File: src/rtl/jtag_dr_sequencer_if.sv
// Command, serial data-register and response signals of the JTAG DR sequencer.
// The master modport is the sequencer; slave is the requester/responder side.
interface jtag_dr_sequencer_if #(
  parameter int unsigned DATA_W = 8,
  parameter int unsigned ADDR_W = 8
);
  logic              cmd_valid;
  logic              cmd_ready;
  logic              cmd_write;
  logic [ADDR_W-1:0] cmd_addr;
  logic [DATA_W-1:0] cmd_wdata;
  logic              tdi;
  logic              ir_in;
  logic              v_sdr;
  logic              udr;
  logic              tdo;
  logic              rsp_valid;
  logic [DATA_W-1:0] rsp_rdata;

  modport master (
    input  cmd_valid, cmd_write, cmd_addr, cmd_wdata, tdo,
    output cmd_ready, tdi, ir_in, v_sdr, udr, rsp_valid, rsp_rdata
  );

  modport slave (
    output cmd_valid, cmd_write, cmd_addr, cmd_wdata, tdo,
    input  cmd_ready, tdi, ir_in, v_sdr, udr, rsp_valid, rsp_rdata
  );
endinterface

File: src/rtl/jtag_dr_sequencer.sv
// Serializes parallel write/read commands onto virtual-JTAG DR strobes (tdi/ir_in/v_sdr/udr).
// Define JTAG_SEQ_READBACK_EN to build the read path (tdo capture and response).
module jtag_dr_sequencer #(
  parameter int unsigned DATA_W = 8,
  parameter int unsigned ADDR_W = 8,
  parameter int unsigned RD_LAT = 2
) (
  input logic                 clk,
  input logic                 aclr,
  jtag_dr_sequencer_if.master bus
);

  localparam int unsigned MaxW = (DATA_W > ADDR_W) ? DATA_W : ADDR_W;
  localparam int unsigned CntW = $clog2(MaxW) + 1;

  localparam logic [CntW-1:0] DataLast = CntW'(DATA_W - 1);
  localparam logic [CntW-1:0] AddrLast = CntW'(ADDR_W - 1);
  localparam logic [CntW-1:0] WaitLast = CntW'((RD_LAT > 0) ? RD_LAT - 1 : 0);

  typedef enum logic [2:0] {
    StIdle,
    StShData,
    StUpdData,
    StShAddr,
    StUpdAddr
`ifdef JTAG_SEQ_READBACK_EN
    ,
    StRdWait,
    StShRd,
    StResp
`endif
  } state_e;

  state_e            state_q;
  logic [CntW-1:0]   cnt_q;
  logic [DATA_W-1:0] dsr_q;
  logic [ADDR_W-1:0] asr_q;
  logic              cmd_ready_q;
  logic              tdi_q;
  logic              ir_in_q;
  logic              v_sdr_q;
  logic              udr_q;

`ifdef JTAG_SEQ_READBACK_EN
  localparam bit SkipWait = (RD_LAT == 0);

  logic              rd_q;
  logic [DATA_W-1:0] cap_q;
  logic              rsp_valid_q;
  logic [DATA_W-1:0] rsp_rdata_q;
  logic [DATA_W-1:0] cap_next;

  // LSB-first capture: each new tdo bit enters at the top and drifts down.
  assign cap_next = {bus.tdo, cap_q[DATA_W-1:1]};
`endif

  always_ff @(posedge clk or posedge aclr) begin
    if (aclr) begin
      state_q     <= StIdle;
      cnt_q       <= '0;
      dsr_q       <= '0;
      asr_q       <= '0;
      cmd_ready_q <= 1'b1;
      tdi_q       <= 1'b0;
      ir_in_q     <= 1'b0;
      v_sdr_q     <= 1'b0;
      udr_q       <= 1'b0;
`ifdef JTAG_SEQ_READBACK_EN
      rd_q        <= 1'b0;
      cap_q       <= '0;
      rsp_valid_q <= 1'b0;
      rsp_rdata_q <= '0;
`endif
    end else begin
      unique case (state_q)
        StIdle: begin
          if (bus.cmd_valid) begin
            cmd_ready_q <= 1'b0;
            v_sdr_q     <= 1'b1;
            cnt_q       <= '0;
`ifdef JTAG_SEQ_READBACK_EN
            rd_q        <= !bus.cmd_write;
            if (!bus.cmd_write) begin
              // Reads skip the data register and go straight to the address shift.
              state_q <= StShAddr;
              ir_in_q <= 1'b0;
              tdi_q   <= bus.cmd_addr[0];
              asr_q   <= bus.cmd_addr >> 1;
            end else
`endif
            begin
              state_q <= StShData;
              ir_in_q <= 1'b1;
              tdi_q   <= bus.cmd_wdata[0];
              dsr_q   <= bus.cmd_wdata >> 1;
              asr_q   <= bus.cmd_addr;
            end
          end
        end

        StShData: begin
          if (cnt_q == DataLast) begin
            state_q <= StUpdData;
            cnt_q   <= '0;
            tdi_q   <= 1'b0;
            v_sdr_q <= 1'b0;
            udr_q   <= 1'b1;
          end else begin
            cnt_q   <= cnt_q + CntW'(1);
            tdi_q   <= dsr_q[0];
            dsr_q   <= dsr_q >> 1;
          end
        end

        StUpdData: begin
          state_q <= StShAddr;
          cnt_q   <= '0;
          udr_q   <= 1'b0;
          ir_in_q <= 1'b0;
          v_sdr_q <= 1'b1;
          tdi_q   <= asr_q[0];
          asr_q   <= asr_q >> 1;
        end

        StShAddr: begin
          if (cnt_q == AddrLast) begin
            state_q <= StUpdAddr;
            cnt_q   <= '0;
            tdi_q   <= 1'b0;
            v_sdr_q <= 1'b0;
            udr_q   <= 1'b1;
          end else begin
            cnt_q   <= cnt_q + CntW'(1);
            tdi_q   <= asr_q[0];
            asr_q   <= asr_q >> 1;
          end
        end

        StUpdAddr: begin
          udr_q <= 1'b0;
          cnt_q <= '0;
`ifdef JTAG_SEQ_READBACK_EN
          if (rd_q) begin
            ir_in_q <= 1'b1;
            if (SkipWait) begin
              state_q <= StShRd;
              v_sdr_q <= 1'b1;
            end else begin
              state_q <= StRdWait;
            end
          end else
`endif
          begin
            state_q     <= StIdle;
            ir_in_q     <= 1'b0;
            cmd_ready_q <= 1'b1;
          end
        end

`ifdef JTAG_SEQ_READBACK_EN
        StRdWait: begin
          if (cnt_q == WaitLast) begin
            state_q <= StShRd;
            cnt_q   <= '0;
            v_sdr_q <= 1'b1;
          end else begin
            cnt_q   <= cnt_q + CntW'(1);
          end
        end

        StShRd: begin
          cap_q <= cap_next;
          if (cnt_q == DataLast) begin
            state_q     <= StResp;
            cnt_q       <= '0;
            v_sdr_q     <= 1'b0;
            ir_in_q     <= 1'b0;
            rsp_valid_q <= 1'b1;
            rsp_rdata_q <= cap_next;
          end else begin
            cnt_q       <= cnt_q + CntW'(1);
          end
        end

        StResp: begin
          state_q     <= StIdle;
          rsp_valid_q <= 1'b0;
          cmd_ready_q <= 1'b1;
        end
`endif

        default: begin
          state_q     <= StIdle;
          cnt_q       <= '0;
          cmd_ready_q <= 1'b1;
          tdi_q       <= 1'b0;
          ir_in_q     <= 1'b0;
          v_sdr_q     <= 1'b0;
          udr_q       <= 1'b0;
        end
      endcase
    end
  end

  assign bus.cmd_ready = cmd_ready_q;
  assign bus.tdi       = tdi_q;
  assign bus.ir_in     = ir_in_q;
  assign bus.v_sdr     = v_sdr_q;
  assign bus.udr       = udr_q;

`ifdef JTAG_SEQ_READBACK_EN
  assign bus.rsp_valid = rsp_valid_q;
  assign bus.rsp_rdata = rsp_rdata_q;
`else
  // Write-only build: the read-side inputs and wait length have no consumer.
  logic unused_in;
  assign unused_in     = ^{bus.tdo, bus.cmd_write, WaitLast};
  assign bus.rsp_valid = 1'b0;
  assign bus.rsp_rdata = '0;
`endif

endmodule

File: src/flat_wrapper.sv
// flat-port wrapper written by rule: the top's interface ports become plain ports
module jtag_dr_sequencer_flat 
#(
  parameter int unsigned DATA_W = 8,
  parameter int unsigned ADDR_W = 8,
  parameter int unsigned RD_LAT = 2
)
  (clk, aclr, bus_cmd_valid, bus_cmd_write, bus_cmd_addr, bus_cmd_wdata, bus_tdo, bus_cmd_ready, bus_tdi, bus_ir_in, bus_v_sdr, bus_udr, bus_rsp_valid, bus_rsp_rdata);
  jtag_dr_sequencer_if #(.DATA_W(DATA_W), .ADDR_W(ADDR_W)) bus_i ();
  input logic clk;
  input logic aclr;
  input wire logic [$bits(bus_i.cmd_valid)-1:0] bus_cmd_valid;
  input wire logic [$bits(bus_i.cmd_write)-1:0] bus_cmd_write;
  input wire logic [$bits(bus_i.cmd_addr)-1:0] bus_cmd_addr;
  input wire logic [$bits(bus_i.cmd_wdata)-1:0] bus_cmd_wdata;
  input wire logic [$bits(bus_i.tdo)-1:0] bus_tdo;
  output wire logic [$bits(bus_i.cmd_ready)-1:0] bus_cmd_ready;
  output wire logic [$bits(bus_i.tdi)-1:0] bus_tdi;
  output wire logic [$bits(bus_i.ir_in)-1:0] bus_ir_in;
  output wire logic [$bits(bus_i.v_sdr)-1:0] bus_v_sdr;
  output wire logic [$bits(bus_i.udr)-1:0] bus_udr;
  output wire logic [$bits(bus_i.rsp_valid)-1:0] bus_rsp_valid;
  output wire logic [$bits(bus_i.rsp_rdata)-1:0] bus_rsp_rdata;
  assign bus_i.cmd_valid = bus_cmd_valid;
  assign bus_i.cmd_write = bus_cmd_write;
  assign bus_i.cmd_addr = bus_cmd_addr;
  assign bus_i.cmd_wdata = bus_cmd_wdata;
  assign bus_i.tdo = bus_tdo;
  assign bus_cmd_ready = bus_i.cmd_ready;
  assign bus_tdi = bus_i.tdi;
  assign bus_ir_in = bus_i.ir_in;
  assign bus_v_sdr = bus_i.v_sdr;
  assign bus_udr = bus_i.udr;
  assign bus_rsp_valid = bus_i.rsp_valid;
  assign bus_rsp_rdata = bus_i.rsp_rdata;
  jtag_dr_sequencer #(.DATA_W(DATA_W), .ADDR_W(ADDR_W), .RD_LAT(RD_LAT)) u_core (.clk(clk), .aclr(aclr), .bus(bus_i));
endmodule
File: config.mk
export PLATFORM = sky130hd
export DESIGN_NAME = jtag_dr_sequencer_flat
export DESIGN_NICKNAME = d
export VERILOG_FILES = /design/src/rtl/jtag_dr_sequencer_if.sv /design/src/rtl/jtag_dr_sequencer.sv /design/src/flat_wrapper.sv
export SDC_FILE = /design/constraint.sdc
export NUM_CORES = 1
export LEC_CHECK = 0
export ABC_AREA = 1
export BUFFER_PORTS_ARGS = -buffer_cell sky130_fd_sc_hd__buf_2
export CAP_MARGIN = 20
export CORE_MARGIN = 3
export CORE_UTILIZATION = 33
export CTS_BUF_LIST = sky130_fd_sc_hd__clkbuf_4
export DETAILED_ROUTE_END_ITERATION = 16
export PLACE_DENSITY = 0.56
export SETUP_SLACK_MARGIN = 0.5
export SLEW_MARGIN = 20
export SYNTH_ARGS = -nofsm -noshare
export SYNTH_HDL_FRONTEND = slang
export SYNTH_SLANG_ARGS = --single-unit
File: constraint.sdc
create_clock -name clk -period 1.8 [get_ports clk]
set_input_delay 0.27 -clock clk [delete_from_list [all_inputs] [get_ports clk]]
set_output_delay 0.27 -clock clk [all_outputs]
set_load 0.02 [all_outputs]
Word-level counts from Yosys, hierarchy flattened
Index checks and enable logic that the tools add are counted.
{"block": "totals", "latch_bits": 0, "n_memories": 0, "in_bits": 21, "mem_bits_ro": 0, "word_cells": 63, "ramBits": 0, "ff_bits": 28, "output_inout_bits": 14}
{"block": "classes", "add_sub_neg": 1, "reduce_logical": 13, "n_eq_ne": 11, "n_shift": 0, "div": 0, "muxes": 25, "order_cmp": 0, "n_bitwise": 4, "multipliers": 0}
{"op": "$mux W8", "n": 4}
{"op": "$pmux W8 S3", "n": 1}
{"op": "$pmux W8 S2", "n": 1}
{"op": "$pmux W3 S4", "n": 1}
{"op": "$reduce_and A3 Y1", "n": 4}
{"op": "$mux W3", "n": 3}
{"op": "$mux W4", "n": 2}
{"op": "$pmux W4 S2", "n": 1}
{"op": "$reduce_and A2 Y1", "n": 4}
{"op": "$mux W1", "n": 7}
{"op": "$eq A3 B2 Y1 const B", "n": 2}
{"op": "$ne A2 B1 Y1 const B", "n": 3}
{"op": "$ne A2 B2 Y1 const B", "n": 3}
{"op": "$pmux W1 S2", "n": 3}
{"op": "$pmux W1 S5", "n": 1}
{"op": "$add A4 B1 Y4 const B", "n": 1}
{"op": "$eq A4 B3 Y1 const B", "n": 1}
{"op": "$not A1 Y1", "n": 4}
{"op": "$pmux W1 S4", "n": 1}
{"op": "$eq A3 B1 Y1 const B", "n": 1}
{"op": "$eq A3 B3 Y1 const B", "n": 1}
{"op": "$logic_not A3 Y1", "n": 1}
{"op": "$reduce_bool A3 Y1", "n": 1}
{"op": "$reduce_or A3 Y1", "n": 1}
{"op": "2 further kinds", "n": 2}

Longest topological paths before layout
Gate-level depths: netlist (run 1).
{"block": "logic_depth", "word_depth": 4, "ltp_mapped": 10, "mapped_depth_nobuf": 8}

Worst setup path before layout (run 1)
No wires, ideal clock.
{"block": "synth_path", "path_kind": "register -> register", "start": "register u_core.cnt_q[0]", "end": "register u_core.asr_q[2]", "arrival_time_ns": 1.296, "synth_period_minus_slack_ns": 1.370, "path_slack_ns": 0.430, "setup_time_ns": 0.074, "path_stages_with_launch": 8, "n_path_buf": 1, "required_ns": 1.726, "cell_sequence": "dfrtp_1 ha_1 nand3_1 nand2_1 nand2_4 buf_6 nand2_2 o21ai_2"}
{"block": "synth_via", "elab_chain_cells": 3}
{"item": "from (decl)", "line_no": "jtag_dr_sequencer.sv:35", "source": "logic [CntW-1:0] cnt_q;"}
{"item": "from (signal assigned)", "line_no": "jtag_dr_sequencer.sv:109", "source": "cnt_q <= cnt_q + CntW'(1);"}
{"item": "from (signal assigned)", "line_no": "jtag_dr_sequencer.sv:133", "source": "cnt_q <= cnt_q + CntW'(1);"}
{"item": "$eq A4 B3 Y1", "line_no": "jtag_dr_sequencer.sv:126", "source": "if (cnt_q == AddrLast) begin"}
{"item": "$ne A2 B2 Y1 (no source line)"}
{"item": "$reduce_and A3 Y1 (no source line)"}
{"item": "to (signal assigned)", "line_no": "jtag_dr_sequencer.sv:96", "source": "asr_q <= bus.cmd_addr;"}
{"item": "to (signal assigned)", "line_no": "jtag_dr_sequencer.sv:122", "source": "asr_q <= asr_q >> 1;"}
{"item": "to (signal assigned)", "line_no": "jtag_dr_sequencer.sv:135", "source": "asr_q <= asr_q >> 1;"}
{"item": "to (decl)", "line_no": "jtag_dr_sequencer.sv:37", "source": "logic [ADDR_W-1:0] asr_q;"}
Every way passes these cells.
A chain may end at the register's enable or synchronous reset.

Worst setup path after layout (run 1)
{"block": "layout_path", "start": "register u_core.state_q[2]", "end": "register u_core.tdi_q, in the netlist u_core.bus.tdi"}
{"block": "layout_via", "elab_chain_cells": 3, "elab_cells_between_ends": 9, "cone_classes": "eq/ne: 5; mux: 1; bitwise: 1; reduce/logical: 2"}
{"item": "from (decl)", "line_no": "jtag_dr_sequencer.sv:34", "source": "state_e state_q;"}
{"item": "from (signal assigned)", "line_no": "jtag_dr_sequencer.sv:59", "source": "state_q <= StIdle;"}
{"item": "from (signal assigned)", "line_no": "jtag_dr_sequencer.sv:92", "source": "state_q <= StShData;"}
{"item": "from (signal assigned)", "line_no": "jtag_dr_sequencer.sv:103", "source": "state_q <= StUpdData;"}
{"item": "$logic_not A3 Y1 or $eq A3 B3 Y1 (tied branches)", "line_no": "jtag_dr_sequencer.sv:75", "source": "unique case (state_q)"}
{"item": "$ne A2 B2 Y1 (no source line) or $not A1 Y1 (tied branches)"}
{"item": "$reduce_and A2 Y1 (no source line)"}
{"item": "to (signal assigned)", "line_no": "jtag_dr_sequencer.sv:94", "source": "tdi_q <= bus.cmd_wdata[0];"}
{"item": "to (signal assigned)", "line_no": "jtag_dr_sequencer.sv:110", "source": "tdi_q <= dsr_q[0];"}
{"item": "to (signal assigned)", "line_no": "jtag_dr_sequencer.sv:121", "source": "tdi_q <= asr_q[0];"}
{"item": "to (decl)", "line_no": "jtag_dr_sequencer.sv:39", "source": "logic tdi_q;"}
Parallel ways exist; a longest one is shown, timed or not.

==> flow_summary_export.csv, run 1 <==
group,metric,value,unit
status,outcome,"finished clean",
critical_path,worstSetupStartpoint,"u_core.state_q[2]",
synth,synth_seq_cells,27,
placed_design,gp_congestion,0.769,
critical_path,r2r-start,"u_core.state_q[2]",
critical_path,crit_path_end,"u_core.bus.tdi",
global_routing,grt_max_degree,28,
sta,setup_slack,496,ps
floorplanning,die-width,73.4,um
sta,skew,6.74,ps
sta,period_share,72.5,%
synth,yosysWarningCount,0,
layout,area_growth,30.9,%
layout,diodes,0,
critical_path,critPathArrivalTime,1590,ps
floorplanning,fp-row-count,23,
detailed_routing,dr_total_vias,1247,
hold_path,min_path_type,"input port to flip-flop",
critical_path,worstPathMaxFanout,15,
critical_path,reg2regPathDepth,8,
floorplanning,dieHeight,73.4,um
detailed_routing,dr.pass1.iters,4,
critical_path,path_delay_family,"simple AND/OR/NAND/NOR gates",
clock_network,htreeDepth,1,
placed_design,dpl_worst_slack,307,ps
critical_path,worstSetupPathType,"flip-flop to flip-flop",
synth,synth_common_cells,"nand2_1 (51), dfrtp_1 (26), inv_1 (22)",
placed_design,dp_hpwl,1870,um
clock_network,cts_root_buf,"clkbuf_4",
sta,maxSlewViolCount,0,
critical_path,slowest_stage,"dfrtp_2",
synth,yosys.cell_types.count,25,
global_routing,antenna_found_initial,0,
critical_path,cp-end-kind,"flip-flop",
clock_network,cts.reportedPaths.clkPinSlew,150,ps
critical_path,path_buf_inv,1,
layout,utilization,46.8,%
critical_path,path_cells,"buf_12 > nor2_8 > nand2_8 > nor2_1 > nor2_1 > nand2_1 > nand2_1 > nand2_1",
synth,synth_top_flop_cell,"dfrtp_1",
clock_network,clk-insertion-delay-late,340,ps
detailed_routing,routedWlPerCell,11.2,um
sta,rsz0062_at_grt,"yes",
sta,setup_violations,0,
detailed_routing,viasPerCell,4.52,
clock_network,cts_tree,"built",
floorplanning,die-area,5390,sq um
clock_network,cts_inserted_buffers,3,
critical_path,crit_path_frequent_cell,"nand2_1",
layout,postLayoutCellArea,1960,sq um
sta,clock.fmax,0.767,GHz
synth,synth-seq-area-share,45.1,%
critical_path,start_kind,"flip-flop",
detailed_routing,first_iter_violations,95,
sta,fin_setup_tns,0,ps
detailed_routing,wirelength,3100,um
floorplanning,start_util,35.7,%
synth,avgSynthCellArea,8.07,sq um
placed_design,placedInstanceArea,1610,sq um
critical_path,required,2090,ps
layout,nNetsFinal,249,
synth,synthTopCellsByArea,"dfrtp_1 (43%), nand2_1 (13%), o21ai_0 (7.0%)",
synth,synth_most_common_cell,"nand2_1",
floorplanning,design.core.area,4200,sq um
synth,synthCells,186,
layout,drive_above_1_share,37.6,%
synth,synth_top_area_cell,"dfrtp_1",
global_routing,grt_overflow,0,
floorplanning,design.portCount,35,
detailed_routing,ant_nets,0,
synth,synth_edf_count,0,
global_routing,grt_pass1_vias,1085,
synth,synth_top_area_share,43.4,%
placed_design,port_buffers,23,
synth,synth_area,1500,sq um
critical_path,reg2reg_to,"u_core.bus.tdi",
power,power_leakage,1.00,nW
global_routing,grt_util_all_layers,11.9,%
clock_network,clock_path_buffers,2,
critical_path,r2r_setup_slack,500,ps
sta,hold_violations,0,
job,cap_violations,0,
synth,synth-async-reset-ratio,100,%
critical_path,path_depth,8,
critical_path,critPathMaxStageDelay,500,ps
power,vdd_drop_max,0.000626,V
clock_network,cts_sinks,27,
global_routing,grt_pass1_wl,4950,um
power,p_per_area,1700,nW/um^2
detailed_routing,drc,0,
sta,finalCriticalPeriod,1300,ps
power breakdown:
| group | total (mW) | switching (mW) | internal, mW |
|---|---|---|---|
| Sequential | 1.03 | 0.144 | 0.889 |
| Clock | 0.294 | 0.192 | 0.102 |
| Combinational | 2.01 | 1.20 | 0.805 |
final cells by class:
cell class,count,area [sq um]
clock buffers,4,30.0
fillers,441,2240
inverters,25,98.8
multi-input cells,130,828
flip-flops and latches,27,681
well taps,50,62.6
repair buffers,40,264
cell usage in the layout, fill, tap and decap left out, drive strengths merged:
| master | instances |
|---|---|
| nand4 | 1 |
| clkbuf | 4 |
| nor3 | 2 |
| o21a | 1 |
| a21oi | 5 |
| nor2 | 12 |
| nand3 | 8 |
| buf | 39 |
| dfstp | 1 |
| nand2 | 61 |
| o21ai | 30 |
| inv | 25 |
| dlygate4sd3 | 1 |
| ha | 1 |
| dfrtp | 26 |
| conb | 9 |
what timing repair did:
action | 4_1_cts | 5_1_grt
hold buffers | 1 | 0
pin swaps | 5 | 8
cloned | 1 | 1
gates resized for setup | 21 | 23
endpoints found under the hold margin | 26 | 0
buffers inserted | 7 | 8
setup endpoints to repair | 23 | 21
registers in the layout, indices dropped and copies added (netlist names):
signal,cells
u_core.asr_q,8
u_core.dsr_q,7
u_core.cnt_q,4
u_core.state_q,3
u_core.bus.cmd_ready,1
u_core.bus.ir_in,1
u_core.bus.tdi,1
u_core.bus.udr,1
u_core.bus.v_sdr,1
worst min path at each step:
stage	to	slack, ps	cells after the start	start
after floorplan	u_core.asr_q[0]	320	1	aclr
after global placement	u_core.dsr_q[2]	360	3	aclr
after detailed placement	u_core.dsr_q[2]	360	3	aclr
after CTS	u_core.asr_q[7]	130	3	bus_cmd_addr[7]
after global routing	u_core.asr_q[7]	160	3	bus_cmd_addr[7]
final	u_core.asr_q[7]	150	3	bus_cmd_addr[7]
layer usage:
layer	global-route usage, %	up-vias	share of wire, %
met5	0	-	0
met4	4.23	0	1.3
met2	19.3	25	50
met3	3.15	4	5.1
met1	15.2	568	44
li1	-	650	-
worst register-to-register path: stages, from the launching register on:
cell and delay [ps]:
dfrtp_2 500, buf_12 150, nor2_8 160, nand2_8 110, nor2_1 120, nor2_1 60
nand2_1 60, nand2_1 50, nand2_1 50
per-stage QoR:
| step | hold slack (ps) | power (mW) | cells |
|---|---|---|---|
| detailed placement | 360 | 2.41 | 254 |
| floorplan | 322 | 2.26 | 194 |
| global route | 156 | 3.64 | 276 |
| finish | 146 | 3.33 | 276 |
| global placement | 355 | 2.40 | 254 |
| CTS | 129 | 3.01 | 267 |
kinds of logic after synthesis:
| logic type | count (synthesis) | synth area share, % |
|---|---|---|
| and+or+nand+nor | 82 | 25.8 |
| buffers and inverters | 39 | 14.1 |
| AOI/OAI and AO/OA | 36 | 13.9 |
| DFF | 27 | 45.1 |
| adders and majority gates | 1 | 0.834 |
| other | 1 | 0.250 |
No activity file was read; power rests on OpenSTA's default activity.
==> run 2, diff against run 1 <==
--- a/config.mk
+++ b/config.mk
@@ -5,14 +5,14 @@
 export SDC_FILE = /design/constraint.sdc
 export NUM_CORES = 1
 export LEC_CHECK = 0
-export ABC_AREA = 1
+export ABC_AREA = 0
 export BUFFER_PORTS_ARGS = -buffer_cell sky130_fd_sc_hd__buf_2
 export CAP_MARGIN = 20
 export CORE_MARGIN = 3
 export CORE_UTILIZATION = 33
 export CTS_BUF_LIST = sky130_fd_sc_hd__clkbuf_4
 export DETAILED_ROUTE_END_ITERATION = 16
-export PLACE_DENSITY = 0.56
+export PLACE_DENSITY = 0.57
 export SETUP_SLACK_MARGIN = 0.5
 export SLEW_MARGIN = 20
 export SYNTH_ARGS = -nofsm -noshare
==> constraint.sdc (replaced) <==
create_clock -name clk -period 1.36 [get_ports clk]
set_input_delay 0.204 -clock clk [delete_from_list [all_inputs] [get_ports clk]]
set_output_delay 0.204 -clock clk [all_outputs]
set_load 0.02 [all_outputs]
==> run 2 against run 1 <==
Effect of this change:
- register-to-register slack got worse by 450 ps
- largest power group unchanged
- largest cell class unchanged
- global-route usage rose by 0.39 points
- total power rose by 31%
- critical endpoint is now u_core.asr_q[7]
- sequential power rose by 45%
- sequential share of layout area rose by 1.5 points
==> flow_summary_export.csv, run 2 <==
group,metric,value,unit
global_routing,grt_max_degree,28,
power,vdd_drop_max,0.000984,V
clock_network,clk-insertion-delay-late,320,ps
floorplanning,design.portCount,35,
synth,synth_edf_count,0,
synth,synth_top_area_share,47.4,%
detailed_routing,viasPerCell,4.90,
critical_path,worstSetupStartpoint,"u_core.cnt_q[1]",
global_routing,grt_pass1_wl,5050,um
layout,diodes,0,
synth,synth_top_flop_cell,"dfrtp_1",
critical_path,r2r-start,"u_core.cnt_q[1]",
hold_path,min_from,"bus_cmd_wdata[7]",
placed_design,gp_congestion,0.812,
synth,synthTopCellsByArea,"dfrtp_1 (47%), mux2i_1 (9.5%), o21ai_0 (9.1%)",
critical_path,worstSetupPathType,"flip-flop to flip-flop",
layout,layout_commonest_cell,"dfrtp_1",
critical_path,cp-end-kind,"flip-flop",
clock_network,cts_tree,"built",
hold_path,min_path_type,"input port to flip-flop",
placed_design,dp_hpwl,2130,um
clock_network,clock_path_buffers,2,
floorplanning,die-width,70.5,um
sta,clock.fmax,0.762,GHz
clock_network,htreeDepth,1,
clock_network,cts_root_buf,"clkbuf_4",
detailed_routing,ant_nets,0,
clock_network,cts_sinks,27,
sta,fin_setup_tns,0,ps
critical_path,required,1590,ps
detailed_routing,drc,0,
sta,setup_violations,0,
synth,yosysWarningCount,0,
synth,synth_most_common_cell,"dfrtp_1",
detailed_routing,routedWlPerCell,12.9,um
global_routing,grt_pass1_vias,1160,
synth,synthCells,138,
synth,synth_common_cells,"dfrtp_1 (26), o21ai_0 (25), mux2i_1 (13), nand2_1 (13), buf_4 (10)",
detailed_routing,dr.pass1.iters,4,
critical_path,critPathArrivalTime,1540,ps
synth,synth-async-reset-ratio,100,%
sta,finalCriticalPeriod,1310,ps
power,finalPower,4.38,mW
placed_design,port_buffers,23,
sta,hold_violations,0,
layout,largest_reg_flops,8,
sta,skew,3.60,ps
layout,nNetsFinal,206,
floorplanning,die-area,4970,sq um
sta,period_share,96.5,%
global_routing,antenna_found_initial,0,
synth,synth_area,1370,sq um
critical_path,start_kind,"flip-flop",
detailed_routing,wirelength,2980,um
critical_path,worstPathMaxFanout,8,
layout,regMostFlops,"u_core.asr_q",
synth,avgSynthCellArea,9.95,sq um
floorplanning,design.core.area,3830,sq um
status,outcome,"finished clean",
synth,yosys.cell_types.count,36,
detailed_routing,dr_total_vias,1131,
clock_network,cts.reportedPaths.clkPinSlew,150,ps
layout,reg_top3,"u_core.asr_q x8, u_core.dsr_q x7, u_core.cnt_q x4",
synth,synth_top_area_cell,"dfrtp_1",
layout,drive_above_1_share,42.6,%
synth,synth-seq-area-share,49.3,%
sta,rsz0062_at_grt,"yes",
global_routing,grt_overflow,0,
detailed_routing,first_iter_violations,32,
floorplanning,start_util,35.9,%
power,p_per_area,2330,nW/um^2
floorplanning,dieHeight,70.5,um
global_routing,grt_util_all_layers,12.3,%
power,power_leakage,0.895,nW
sta,maxSlewViolCount,0,
floorplanning,fp-row-count,22,
layout,area_growth,37.2,%
layout,final_cell_mix,"dfrtp_1 (23), buf_2 (18), o21ai_1 (17), buf_4 (17)",
synth,synth_seq_cells,27,
job,cap_violations,0,
clock_network,cts_inserted_buffers,3,
-- run 2: worst paths after layout --
kind                                   endpoint  slack, ps  cells after the start
max                             u_core.asr_q[7]         50                      5
min                             u_core.dsr_q[6]        130                      3
max reg2reg                     u_core.asr_q[7]         50                      5
min reg2reg                     u_core.dsr_q[3]        500                      2
max in group asynchronous  u_core.bus.cmd_ready        580                      4
min in group asynchronous       u_core.asr_q[1]        470                      4
-- run 2: cell type report --
class                           count  area, sq um
Multi-Input combinational cell    102          719
Sequential cell                    27          681
Clock buffer                        3         22.5
Inverter                            2         15.0
Fill cell                         358         1940
Clock inverter                      1         5.00
Timing Repair Buffer               48          380
Tap cell                           48         60.1
-- run 2: kinds of logic after synthesis --
family | Yosys count | share of synthesized area [%]
xor+xnor | 1 | 0.638
flops | 27 | 49.3
other cells | 1 | 0.273
mux | 13 | 9.48
compound gates | 42 | 17.9
simple gates | 36 | 13.9
buf+inv | 17 | 7.66
fa+ha+maj | 1 | 0.911
-- run 2: per-stage QoR --
step	hold WS, ps	setup WS (ps)	cell area (sq um)	std cells	util, %
2_1_floorplan	256	40.6	1470	146	-
3_3_place_gp	283	21.5	1630	215	42.7
3_5_place_dp	289	-19.7	1630	215	42.7
4_1_cts	105	57.5	1810	228	47.4
5_1_grt	110	-6.51	1880	231	49.2
6_report	132	47.1	1880	231	49.2
-- run 2: what timing repair did --
| action | 4_1_cts | 5_1_grt |
|---|---|---|
| pin swaps | 7 | 7 |
| buffers inserted | 8 | 3 |
| setup endpoints to repair | 32 | 32 |
| endpoints found under the hold margin | 26 | 0 |
| hold buffers | 1 | 0 |
| gates resized for setup | 37 | 12 |
-- run 2: critical path, cell delays in order (launching register included) --
cell and delay [ps]:
dfrtp_1 440, ha_4 190, nand3b_4 110, a21oi_4 70, or2_4 280, o2bb2ai_2 130
-- run 2: power breakdown --
group / internal [mW] / switching, mW / total, mW
Sequential: 1.19 / 0.301 / 1.49
Combinational: 1.32 / 1.23 / 2.55
Clock: 0.110 / 0.233 / 0.343
-- run 2: metal layers --
metal | track usage (%) | vias to the layer above | wire length [um]
met3 | 2.59 | 2 | 92
met5 | 0 | - | 0
met2 | 22.3 | 17 | 1590
li1 | - | 554 | -
met1 | 14.6 | 558 | 1280
met4 | 2.77 | 0 | 14
